[src/rtl/selector_pkg.sv]
// selector_pkg: shared constants and types for the selector sprite block.
// Holds the sprite box size, the move_dir encoding and the fetch FSM states.
package selector_pkg;

  // Sprite bitmap geometry: 59 pixels wide, 66 rows high.
  localparam int SEL_W = 59;
  localparam int SEL_H = 66;

  // Move command encoding carried on move_dir.
  typedef enum logic [1:0] {
    DIR_UP    = 2'd0,
    DIR_DOWN  = 2'd1,
    DIR_LEFT  = 2'd2,
    DIR_RIGHT = 2'd3
  } move_dir_e;

  // ROM access sequencer: FETCH drives rom_addr, LATCH sees rom_data.
  typedef enum logic [1:0] {
    ST_IDLE  = 2'd0,
    ST_FETCH = 2'd1,
    ST_LATCH = 2'd2
  } state_e;

endpackage

[src/rtl/selector_pos.sv]
// selector_pos: sprite position registers. Move commands are held as a single
// pending move (last one wins) and applied at frame_start, saturating so the
// whole 59x66 box stays on screen.
module selector_pos
  import selector_pkg::*;
#(
  parameter int SCREEN_W = 640,
  parameter int SCREEN_H = 480,
  parameter int STEP     = 4
) (
  input  logic       clk,
  input  logic       rst,
  input  logic       frame_start,
  input  logic       move_valid,
  input  logic [1:0] move_dir,
  output logic [9:0] sel_x,
  output logic [9:0] sel_y
);

  localparam logic [9:0]  X_MAX  = 10'(SCREEN_W - SEL_W);
  localparam logic [9:0]  Y_MAX  = 10'(SCREEN_H - SEL_H);
  localparam logic [9:0]  X_HOME = 10'((SCREEN_W - SEL_W) / 2);
  localparam logic [9:0]  Y_HOME = 10'((SCREEN_H - SEL_H) / 2);
  localparam logic [10:0] STEP_W = 11'(STEP);

  logic [9:0]  r_sel_x;
  logic [9:0]  r_sel_y;
  logic        r_pend_valid;
  move_dir_e   r_pend_dir;

  // Position plus STEP, one bit wider so the clamp sees any overflow.
  logic [10:0] w_x_up;
  logic [10:0] w_y_up;
  logic [9:0]  w_next_x;
  logic [9:0]  w_next_y;

  assign w_x_up = {1'b0, r_sel_x} + STEP_W;
  assign w_y_up = {1'b0, r_sel_y} + STEP_W;

  // Position after applying the pending move, clamped to the screen.
  always_comb begin
    // NOTE: every output gets a default first, so no path can leave it unassigned and infer a latch.
    w_next_x = r_sel_x;
    w_next_y = r_sel_y;
    if (r_pend_valid) begin
      case (r_pend_dir)
        DIR_UP:    w_next_y = ({1'b0, r_sel_y} < STEP_W) ? '0 : 10'({1'b0, r_sel_y} - STEP_W);
        DIR_DOWN:  w_next_y = (w_y_up > {1'b0, Y_MAX}) ? Y_MAX : w_y_up[9:0];
        DIR_LEFT:  w_next_x = ({1'b0, r_sel_x} < STEP_W) ? '0 : 10'({1'b0, r_sel_x} - STEP_W);
        DIR_RIGHT: w_next_x = (w_x_up > {1'b0, X_MAX}) ? X_MAX : w_x_up[9:0];
        default:   ;
      endcase
    end
  end

  // Apply the pending move at frame start; a move arriving in the same cycle becomes the next pending one.
  always_ff @(posedge clk) begin
    // NOTE: state registers use non-blocking assignment so every flop samples pre-edge values.
    if (rst) begin
      r_sel_x      <= X_HOME;
      r_sel_y      <= Y_HOME;
      r_pend_valid <= 1'b0;
      r_pend_dir   <= DIR_UP;
    end else begin
      if (frame_start) begin
        r_sel_x <= w_next_x;
        r_sel_y <= w_next_y;
      end
      if (move_valid) begin
        r_pend_valid <= 1'b1;
        r_pend_dir   <= move_dir_e'(move_dir);
      end else if (frame_start) begin
        r_pend_valid <= 1'b0;
      end
    end
  end

  assign sel_x = r_sel_x;
  assign sel_y = r_sel_y;

endmodule

[src/rtl/selector_ctrl.sv]
// selector_ctrl: draws a 59x66 selector sprite from an external bitmap ROM.
// Each line inside the box fetches one ROM row into row_buf; hit tests share
// the ROM port, with line fetches taking priority. Position lives in
// selector_pos.
// Optional build macro: SELECTOR_BLINK_EN gates pixel_on with a frame counter.
module selector_ctrl
  import selector_pkg::*;
#(
  parameter int SCREEN_W = 640,
  parameter int SCREEN_H = 480,
  parameter int STEP     = 4
) (
  input  logic             clk,
  input  logic             rst,
  input  logic             frame_start,
  input  logic             line_start,
  input  logic [9:0]       vcount,
  input  logic [9:0]       hcount,
  input  logic             move_valid,
  input  logic [1:0]       move_dir,
  input  logic             hit_req,
  input  logic [9:0]       hit_x,
  input  logic [9:0]       hit_y,
  output logic [6:0]       rom_addr,
  input  logic [SEL_W-1:0] rom_data,
  output logic             pixel_on,
  output logic             hit_ack,
  output logic             hit_result,
  output logic [9:0]       sel_x,
  output logic [9:0]       sel_y
);

  localparam logic [9:0] COL_LAST = 10'(SEL_W - 1);
  localparam logic [9:0] ROW_LAST = 10'(SEL_H - 1);
  localparam logic [5:0] BIT_LEFT = 6'(SEL_W - 1);

  state_e           r_state;
  logic [6:0]       r_rom_addr;
  logic [SEL_W-1:0] r_row_buf;
  logic             r_is_hit;       // current ROM access belongs to a hit test
  logic             r_miss_ack;     // one-cycle ack for a hit outside the box
  logic             r_line_pend;    // line_start seen while the ROM port was busy
  logic [9:0]       r_pend_vcount;
  logic [5:0]       r_hit_bit;      // rom_data bit selected by hit_x
  logic             r_pixel_on;

  logic       w_line_go;
  logic [9:0] w_line_v;
  logic [9:0] w_line_off;
  logic       w_line_in;
  logic [9:0] w_hit_xoff;
  logic [9:0] w_hit_yoff;
  logic       w_hit_in;
  logic       w_hit_go;
  logic       w_hit_latch;
  logic [9:0] w_hoff;
  logic       w_h_in;
  logic [5:0] w_pix_bit;
  logic       w_visible;

  selector_pos #(
    .SCREEN_W (SCREEN_W),
    .SCREEN_H (SCREEN_H),
    .STEP     (STEP)
  ) u_pos (
    .clk         (clk),
    .rst         (rst),
    .frame_start (frame_start),
    .move_valid  (move_valid),
    .move_dir    (move_dir),
    .sel_x       (sel_x),
    .sel_y       (sel_y)
  );

  // A live line_start wins over a deferred one; both carry their own line number.
  assign w_line_go  = line_start | r_line_pend;
  assign w_line_v   = line_start ? vcount : r_pend_vcount;
  assign w_line_off = w_line_v - sel_y;
  assign w_line_in  = (w_line_v >= sel_y) && (w_line_off <= ROW_LAST);

  assign w_hit_xoff = hit_x - sel_x;
  assign w_hit_yoff = hit_y - sel_y;
  assign w_hit_in   = (hit_x >= sel_x) && (w_hit_xoff <= COL_LAST) &&
                      (hit_y >= sel_y) && (w_hit_yoff <= ROW_LAST);
  // The miss-ack cycle still sees hit_req high; do not restart on it.
  assign w_hit_go   = hit_req && !r_miss_ack && !w_line_go;

  assign w_hit_latch = (r_state == ST_LATCH) && r_is_hit;

  assign w_hoff    = hcount - sel_x;
  assign w_h_in    = (hcount >= sel_x) && (w_hoff <= COL_LAST);
  assign w_pix_bit = w_h_in ? (BIT_LEFT - w_hoff[5:0]) : '0;

`ifdef SELECTOR_BLINK_EN
  logic [5:0] r_frame_cnt;

  // Free-running frame counter; sprite shows for 32 frames, hides for 32.
  always_ff @(posedge clk) begin
    if (rst) r_frame_cnt <= '0;
    else if (frame_start) r_frame_cnt <= r_frame_cnt + 6'd1;
  end

  assign w_visible = ~r_frame_cnt[5];
`else
  assign w_visible = 1'b1;
`endif

  // ROM port sequencer: line fetches first, then hit tests, one access at a time.
  always_ff @(posedge clk) begin
    if (rst) begin
      r_state       <= ST_IDLE;
      r_rom_addr    <= '0;
      r_row_buf     <= '0;
      r_is_hit      <= 1'b0;
      r_miss_ack    <= 1'b0;
      r_line_pend   <= 1'b0;
      r_pend_vcount <= '0;
      r_hit_bit     <= '0;
    end else begin
      r_miss_ack <= 1'b0;
      if (line_start && (r_state != ST_IDLE)) begin
        r_line_pend   <= 1'b1;
        r_pend_vcount <= vcount;
      end
      case (r_state)
        ST_FETCH: r_state <= ST_LATCH;
        default: begin
          // IDLE and LATCH may both start the next access without a dead cycle.
          if ((r_state == ST_LATCH) && !r_is_hit) r_row_buf <= rom_data;
          if (w_line_go) begin
            r_line_pend <= 1'b0;
            r_is_hit    <= 1'b0;
            if (w_line_in) begin
              r_state    <= ST_FETCH;
              r_rom_addr <= w_line_off[6:0];
            end else begin
              r_state   <= ST_IDLE;
              r_row_buf <= '0;
            end
          end else if ((r_state == ST_IDLE) && w_hit_go) begin
            if (w_hit_in) begin
              r_state    <= ST_FETCH;
              r_is_hit   <= 1'b1;
              r_rom_addr <= w_hit_yoff[6:0];
              r_hit_bit  <= BIT_LEFT - w_hit_xoff[5:0];
            end else begin
              r_miss_ack <= 1'b1;
            end
          end else begin
            r_state <= ST_IDLE;
          end
        end
      endcase
    end
  end

  // Registered pixel: row_buf bit under hcount, blanked outside the box.
  always_ff @(posedge clk) begin
    if (rst) r_pixel_on <= 1'b0;
    else     r_pixel_on <= w_h_in & r_row_buf[w_pix_bit] & w_visible;
  end

  assign rom_addr   = r_rom_addr;
  assign pixel_on   = r_pixel_on;
  assign hit_ack    = w_hit_latch | r_miss_ack;
  assign hit_result = w_hit_latch ? rom_data[r_hit_bit] : 1'b0;

endmodule

[config.mk]
export PLATFORM = sky130hd
export DESIGN_NAME = selector_ctrl
export DESIGN_NICKNAME = d
export VERILOG_FILES = /design/src/rtl/selector_pkg.sv /design/src/rtl/selector_pos.sv /design/src/rtl/selector_ctrl.sv
export SDC_FILE = /design/constraint.sdc
export NUM_CORES = 1
export LEC_CHECK = 0
export ABC_AREA = 1
export CAP_MARGIN = 20
export CELL_PAD_IN_SITES_DETAIL_PLACEMENT = 1
export CELL_PAD_IN_SITES_GLOBAL_PLACEMENT = 1
export CORE_UTILIZATION = 43
export CTS_BUF_LIST = sky130_fd_sc_hd__clkbuf_4 sky130_fd_sc_hd__clkbuf_8
export DETAILED_ROUTE_END_ITERATION = 12
export PLACE_DENSITY = 0.95
export SLEW_MARGIN = 20
export SYNTH_ARGS = -nofsm -noshare
export SYNTH_HDL_FRONTEND = slang
export SYNTH_HIERARCHICAL = 1
export SYNTH_SLANG_ARGS = --single-unit
export TNS_END_PERCENT = 30
[constraint.sdc]
create_clock -name clk -period 6.45 [get_ports clk]
set_clock_uncertainty 0.2 [all_clocks]
set_input_delay 1.29 -clock clk [delete_from_list [all_inputs] [get_ports clk]]
set_output_delay 1.29 -clock clk [all_outputs]
set_load 0.02 [all_outputs]
# Word level (Yosys, flattened, before mapping)
# Cells that the tools add are included.
[classes] n_lt_le_gt_ge=14 bitwise=6 n_reduce_logical=29 addsub=10 eq_ne=8 muxes=34
[ops] cell="2-to-1 mux 59 bit" count=3
[ops] cell="2-to-1 mux 10 bit" count=5
[ops] cell=">= comparator 10 bit" count=4
[ops] cell="one-hot mux 10 bit (2 select lines)" count=2
[ops] cell="subtractor 10 bit" count=4
[ops] cell="2-to-1 mux 7 bit" count=4
[ops] cell="adder 10 x 3 -> 11 bit (second input constant)" count=2
[ops] cell="less-or-equal comparator 10 x 6 -> 1 bit (second input constant)" count=2
[ops] cell="less-or-equal comparator 10 x 7 -> 1 bit (second input constant)" count=2
[ops] cell="less-than comparator 10 x 3 -> 1 bit (second input constant)" count=2
[ops] cell="subtractor 10 x 3 -> 10 bit (second input constant)" count=2
[ops] cell="less-than comparator 6 x 7 -> 1 bit (second input constant)" count=2
[ops] cell="2-to-1 mux 1 bit" count=13
[ops] cell="binary-select mux 1 bit (select 6 bit)" count=2
[ops] cell="nonzero test 2 bit" count=6
[ops] cell="subtractor 6 bit (first input constant)" count=2
[ops] cell="greater-than comparator 11 x 10 -> 1 bit (second input constant)" count=1
[ops] cell="greater-than comparator 11 x 9 -> 1 bit (second input constant)" count=1
[ops] cell="logical AND 1 bit" count=11
[ops] cell="AND reduction 3 bit" count=3
[ops] cell="2-to-1 mux 2 bit" count=4
[ops] cell="AND reduction 4 bit" count=2
[ops] cell="== test 2 bit (second input constant)" count=3
[ops] cell="2-to-1 mux 6 bit" count=1
[ops] cell="other kinds (11)" count=18
[totals] wordCells=115 output_inout_bits=30 ff_bits=111

# Depth between registers and ports, before layout
[logic_depth] ltp_word=9 ltp_mapped=23 mapped_depth_nobuf=22

# Cells and area by module
# The synthesis kept the hierarchy.
[modules_own_cells] module="selector_ctrl" instances=1 area_each_um2=7198.2 cells_per_inst=1130 seq_area_each_um2=1761.7
[modules_own_cells] module="selector_pos" instances=1 area_each_um2=1831.8 cells_per_inst=281 seq_area_each_um2=460.4

# Worst setup path after synthesis
# OpenSTA, ideal clock, no wires.
[synth_timing] kind="input port to flip-flop" startpoint="in line_start" endpoint="reg r_rom_addr[0] (netlist: rom_addr[0])" stages=19 path_buffers=1 arrival_time_ns=3.841 path_slack_ns=2.277 required_ns=6.118 setup_time_ns=0.132 cell_sequence="clkbuf_1 > inv_1 > nand2_1 > o21ai_0 > ha_1 > fa_1 > nand3b_1 > nand2_1 > inv_1 > o21ai_0 > o21ai_0 > nand2_1 > a21oi_1 > nor2_1 > nand4_1 > a21oi_2 > nand2_1 > nand2_1 > a21oi_1"
[synth_between] elab_chain_len=6
[synth_lines] item="start, declared" line="selector_ctrl.sv:16" rtl="input logic line_start,"
[synth_lines] item="2-to-1 mux 10 bit / OR 1 bit (equally long branches)" line="selector_ctrl.sv:77, selector_ctrl.sv:76"
[synth_lines] item="subtractor 10 bit / zero test 1 bit (equally long branches)" line="selector_ctrl.sv:78, selector_ctrl.sv:86"
[synth_lines] item="less-or-equal comparator 10 x 7 -> 1 bit / logical AND 1 bit (equally long branches)" line="selector_ctrl.sv:79, selector_ctrl.sv:86"
[synth_lines] item="logical AND 1 bit, on equally long branches" line="selector_ctrl.sv:79, selector_ctrl.sv:140"
[synth_lines] item="inequality test 2 x 1 -> 1 bit (no line) / nonzero test 2 bit (equally long branches)"
[synth_lines] item="AND reduction 4 bit (no line)"
[synth_lines] item="end signal, assigned" line="selector_ctrl.sv:135" rtl="r_rom_addr <= w_line_off[6:0];"
[synth_lines] item="end signal, assigned" line="selector_ctrl.sv:144" rtl="r_rom_addr <= w_hit_yoff[6:0];"
[synth_lines] item="end, declared" line="selector_ctrl.sv:38" rtl="logic [6:0] r_rom_addr;"
# Parallel ways exist; a longest one is shown, timed or not. The select of a mux whose other input is x is not followed.
# A chain may end at the register's enable or synchronous reset.

# Final worst setup path
[layout_timing] startpoint="in line_start" endpoint="reg r_row_buf[24]"
[layout_between] elab_chain_len=6
[layout_lines] item="2-to-1 mux 10 bit" line="selector_ctrl.sv:77" rtl="assign w_line_v = line_start ? vcount : r_pend_vcount;"
[layout_lines] item="subtractor 10 bit" line="selector_ctrl.sv:78" rtl="assign w_line_off = w_line_v - sel_y;"
[layout_lines] item="less-or-equal comparator 10 x 7 -> 1 bit" line="selector_ctrl.sv:79" rtl="assign w_line_in = (w_line_v >= sel_y) && (w_line_off <= ROW_LAST);"
[layout_lines] item="logical AND 1 bit" line="selector_ctrl.sv:79"
[layout_lines] item="2-to-1 mux 59 bit" line="selector_ctrl.sv:133" rtl="if (w_line_in) begin"
[layout_lines] item="2-to-1 mux 59 bit *" line="selector_ctrl.sv:130" rtl="if (w_line_go) begin"
[layout_lines] item="end signal, assigned" line="selector_ctrl.sv:129" rtl="if ((r_state == ST_LATCH) && !r_is_hit) r_row_buf <= rom_data;"
[layout_lines] item="end, declared" line="selector_ctrl.sv:39" rtl="logic [SEL_W-1:0] r_row_buf;"
# Every way passes the cells marked *; elsewhere a longest branch is shown, timed or not.

==> impl_metrics.yaml <==
die:
  start_util_pct: 44.2
  coreArea_sq_um: 20400
  dieArea_sq_um: 21600
  boundaryPins: 137
  fp-row-count: 52
  dieWidth_microns: 147
  fp.dieH_microns: 147
final_layout:
  final_layout_size_suffix_gt1_share_pct: 6.21
  final_nets: 1670
  area_delta_synth_final_pct: 18.7
  diodes: 0
grt:
  overflow: 0
  antenna_found_initial: 1
  grt_pass1_vias: 10400
  grt_usage_pct: 29.1
  grt_max_degree: 111
  grt_first_pass_wirelength_microns: 51000
cts:
  cts_tree: "done"
  clockBufferDepth: 2
  root_buffer: "clkbuf_8"
  htree_levels: 3
  ctsHoldBuffers: 0
  clkSinkCount: 111
  numCtsBuffers: 9
  clock_latency_ps: 410
  clkTransAtPathRegs_ps: 120
  cts_resized: 0
  post_cts_buffers: 0
drt:
  wl_met3_microns: 1560
  top_layer: "met5"
  firstDrtPassIters: 5
  ant_nets: 0
  wl_per_cell_microns: 17.7
  drt-initial-drc-count: 545
  wl_met1_microns: 13000
  finalWirelength_microns: 31600
  routed-wl-met2_microns: 16000
  viasPerCell: 5.70
  drc: 0
  vias: 10200
power_and_ir_drop:
  peakVddDrop_uv: 99.2
  p_comb_share_pct: 30.6
  p_per_area_nw_per_um2: 161
  seq_power_share_pct: 41.9
  internal_power_w: 0.00110
  p_leak_nw: 4.75
  power_w: 0.00173
  switchingPower_w: 0.000626
  clkPwrFrac_pct: 27.5
  netSwitchingFraction_pct: 36.2
yosys:
  synthesis.nets: 1572
  synth_warnings: 6
  ys.flop_type: "dfxtp_1"
  yosysUniqueCellTypes: 51
  synth_top_area_share_pct: 24.6
  ys_top_cells_by_area: "dfxtp_1 25%, nand2_1 14%, inv_1 7.9%, ha_1 6.9%, o21ai_0 6.5%"
  netlist_instances: 1411
  ys_seq_elements: 111
  async_reset_ff_share_pct: 0
  synth_edf_count: 0
  syn_area_sq_um: 9030
  yosysSeqAreaShare_pct: 24.6
  avgSynthCellArea_sq_um: 6.40
  synth.largest_area_cell: "dfxtp_1"
timing:
  max_freq_mhz: 188
  setup_viol: 0
  max_slew_margin_pct: 29.3
  hold_viol_final: 0
  layout_min_cycle_time_ps: 5320
  final-max-slew-violation-count: 0
  worst_slew_pin_slew_ps: 1060
  fin_tns_setup_ps: 0
  rsz0062_at_grt: "false"
  period_share_pct: 82.5
worst_hold_path:
  hold_class: "flop to flop"
place:
  port_buffers: 136
  dp_hpwl_microns: 23400
  gp_congestion: 0.952
critical_path:
  critPathCaptureType: "flop"
  cp_max_fo: 20
  path_common_cell: "nand2_1"
  cpMaxStageDelayCell: "clkdlybuf4s50_1"
  critPathTopFamily: "buffers and inverters"
  slowest_delay_ps: 900
  path_buf_inv: 4
  critPathKind: "input port to flop"
  crit_required_ps: 6580
  arrival_ps: 5450
  crit_chain: "clkdlybuf4s50_1 -> inv_1 -> nand2_1 -> o21ai_0 -> ha_1 -> fa_1 -> nand3b_1 -> nand2_1 -> inv_1 -> o21ai_0 -> o21ai_0 -> nand2_1 -> a21oi_1 -> nor2_1 -> nand4_1 -> nand2_1 -> buf_4 -> o211ai_1 -> o22ai_1"
  start_kind: "input port"
run_status:
  status: "finished, final reports clean"
flow_run:
  maxCapViolations: 0
[Yosys cell counts, drive strengths merged, types with 24 or more instances]
master and n:
o22ai 62, o211ai 35, inv 205, nand4 40, nand3 96, xor2 24, o21ai 128, nor2 106
nand2 342, clkbuf 41, a21oi 78, ha 50, dfxtp 111
[per-layer routing]
layer | up-vias | global-route usage, %
met2 | 282 | 53.8
met4 | 2 | 12.6
met1 | 4900 | 33.0
met3 | 86 | 4.50
li1 | 4901 | -
met5 | - | 0
[tightest hold or removal path, cell delays in order (launching register included)]
cell	delay, ps
dfxtp_1	320
inv_1	60
a21oi_1	60
[worst paths after layout]
path,cells after the start,from,slack (ps),end
setup / recovery,19,line_start,1130,r_row_buf[24]
hold / removal,2,r_pend_vcount[8],260,r_pend_vcount[8]
setup reg to reg,16,u_pos/sel_x[0],2250,pixel_on
hold reg to reg,2,r_pend_vcount[8],260,r_pend_vcount[8]
[area by class of cell]
type	instances	area (sq um)
fill	2812	9710
multi-input combinational	1032	5730
sequential	111	2220
timing repair buffer	146	1440
inverter	209	786
tap	270	338
clock buffer	9	124
clock inverter	7	85.1
[power groups by stage]
stage          Sequential [W]  Combinational (W)  Clock, W
3_5_place_dp         0.000740           0.000517         0
2_1_floorplan        0.000742           0.000324         0
5_1_grt              0.000727           0.000579  0.000508
4_1_cts              0.000724           0.000525  0.000483
6_report             0.000724           0.000528  0.000475
3_3_place_gp         0.000739           0.000496         0
[per-stage QoR]
| step | instance area [sq um] | hold WS (ps) | cells | utilization [%] | setup WS [ps] |
|---|---|---|---|---|---|
| final | 10700 | 263 | 1784 | 52.5 | 1130 |
| after global routing | 10700 | 281 | 1784 | 52.5 | 660 |
| after CTS | 10700 | 264 | 1784 | 52.5 | 1160 |
| after detailed placement | 10500 | 250 | 1768 | 51.4 | 777 |
| after global placement | 10500 | 236 | 1768 | 51.4 | 1050 |
| after floorplan | 9030 | 220 | 1411 | - | 2280 |
[cells in the final DEF, fill, tap and decap left out, types with 3 or more instances in the layout]
cell type,synthesis,layout
nand2_1,326,326
inv_1,189,188
clkdlybuf4s50_1,0,136
o21ai_0,118,117
dfxtp_1,111,111
nor2_1,95,95
nand3_1,86,86
a21oi_1,75,75
o22ai_1,62,62
ha_1,50,50
nand4_1,39,39
o211ai_1,35,35
xor2_1,24,24
inv_2,16,17
xnor2_1,15,15
nand2_2,15,15
buf_4,6,10
clkbuf_8,0,9
a31oi_1,7,7
o21ai_1,7,7
nand3_2,7,7
nor2_2,7,7
a2bb2oi_1,7,7
nor3_1,6,6
nand3b_1,5,5
o221ai_1,4,4
o21ai_2,3,4
fa_1,4,4
nor2_4,4,4
clkinv_1,3,3
or2_2,3,3
o21bai_1,3,3
o21a_1,3,3
nand3_4,3,3
inv_6,0,3
[sequential cells by signal (all words and copies together) (netlist names), 2 cells and up]
name	count
u_pos/r_pend_dir	2
r_pend_vcount	10
rom_addr	7
r_hit_bit	6
r_row_buf	59
u_pos/sel_x	10
r_state	2
u_pos/sel_y	10
[cell families (layout without fill, tap and decap cells)]
group,after synthesis,in the layout,share of synthesized area (%)
fa+ha+maj,54,54,7.81
xor+xnor,39,39,3.78
flops,111,111,24.6
buf+inv,268,371,12.0
compound gates,337,337,21.9
simple gates,602,602,29.9
Power figures use the tool's default switching activity.
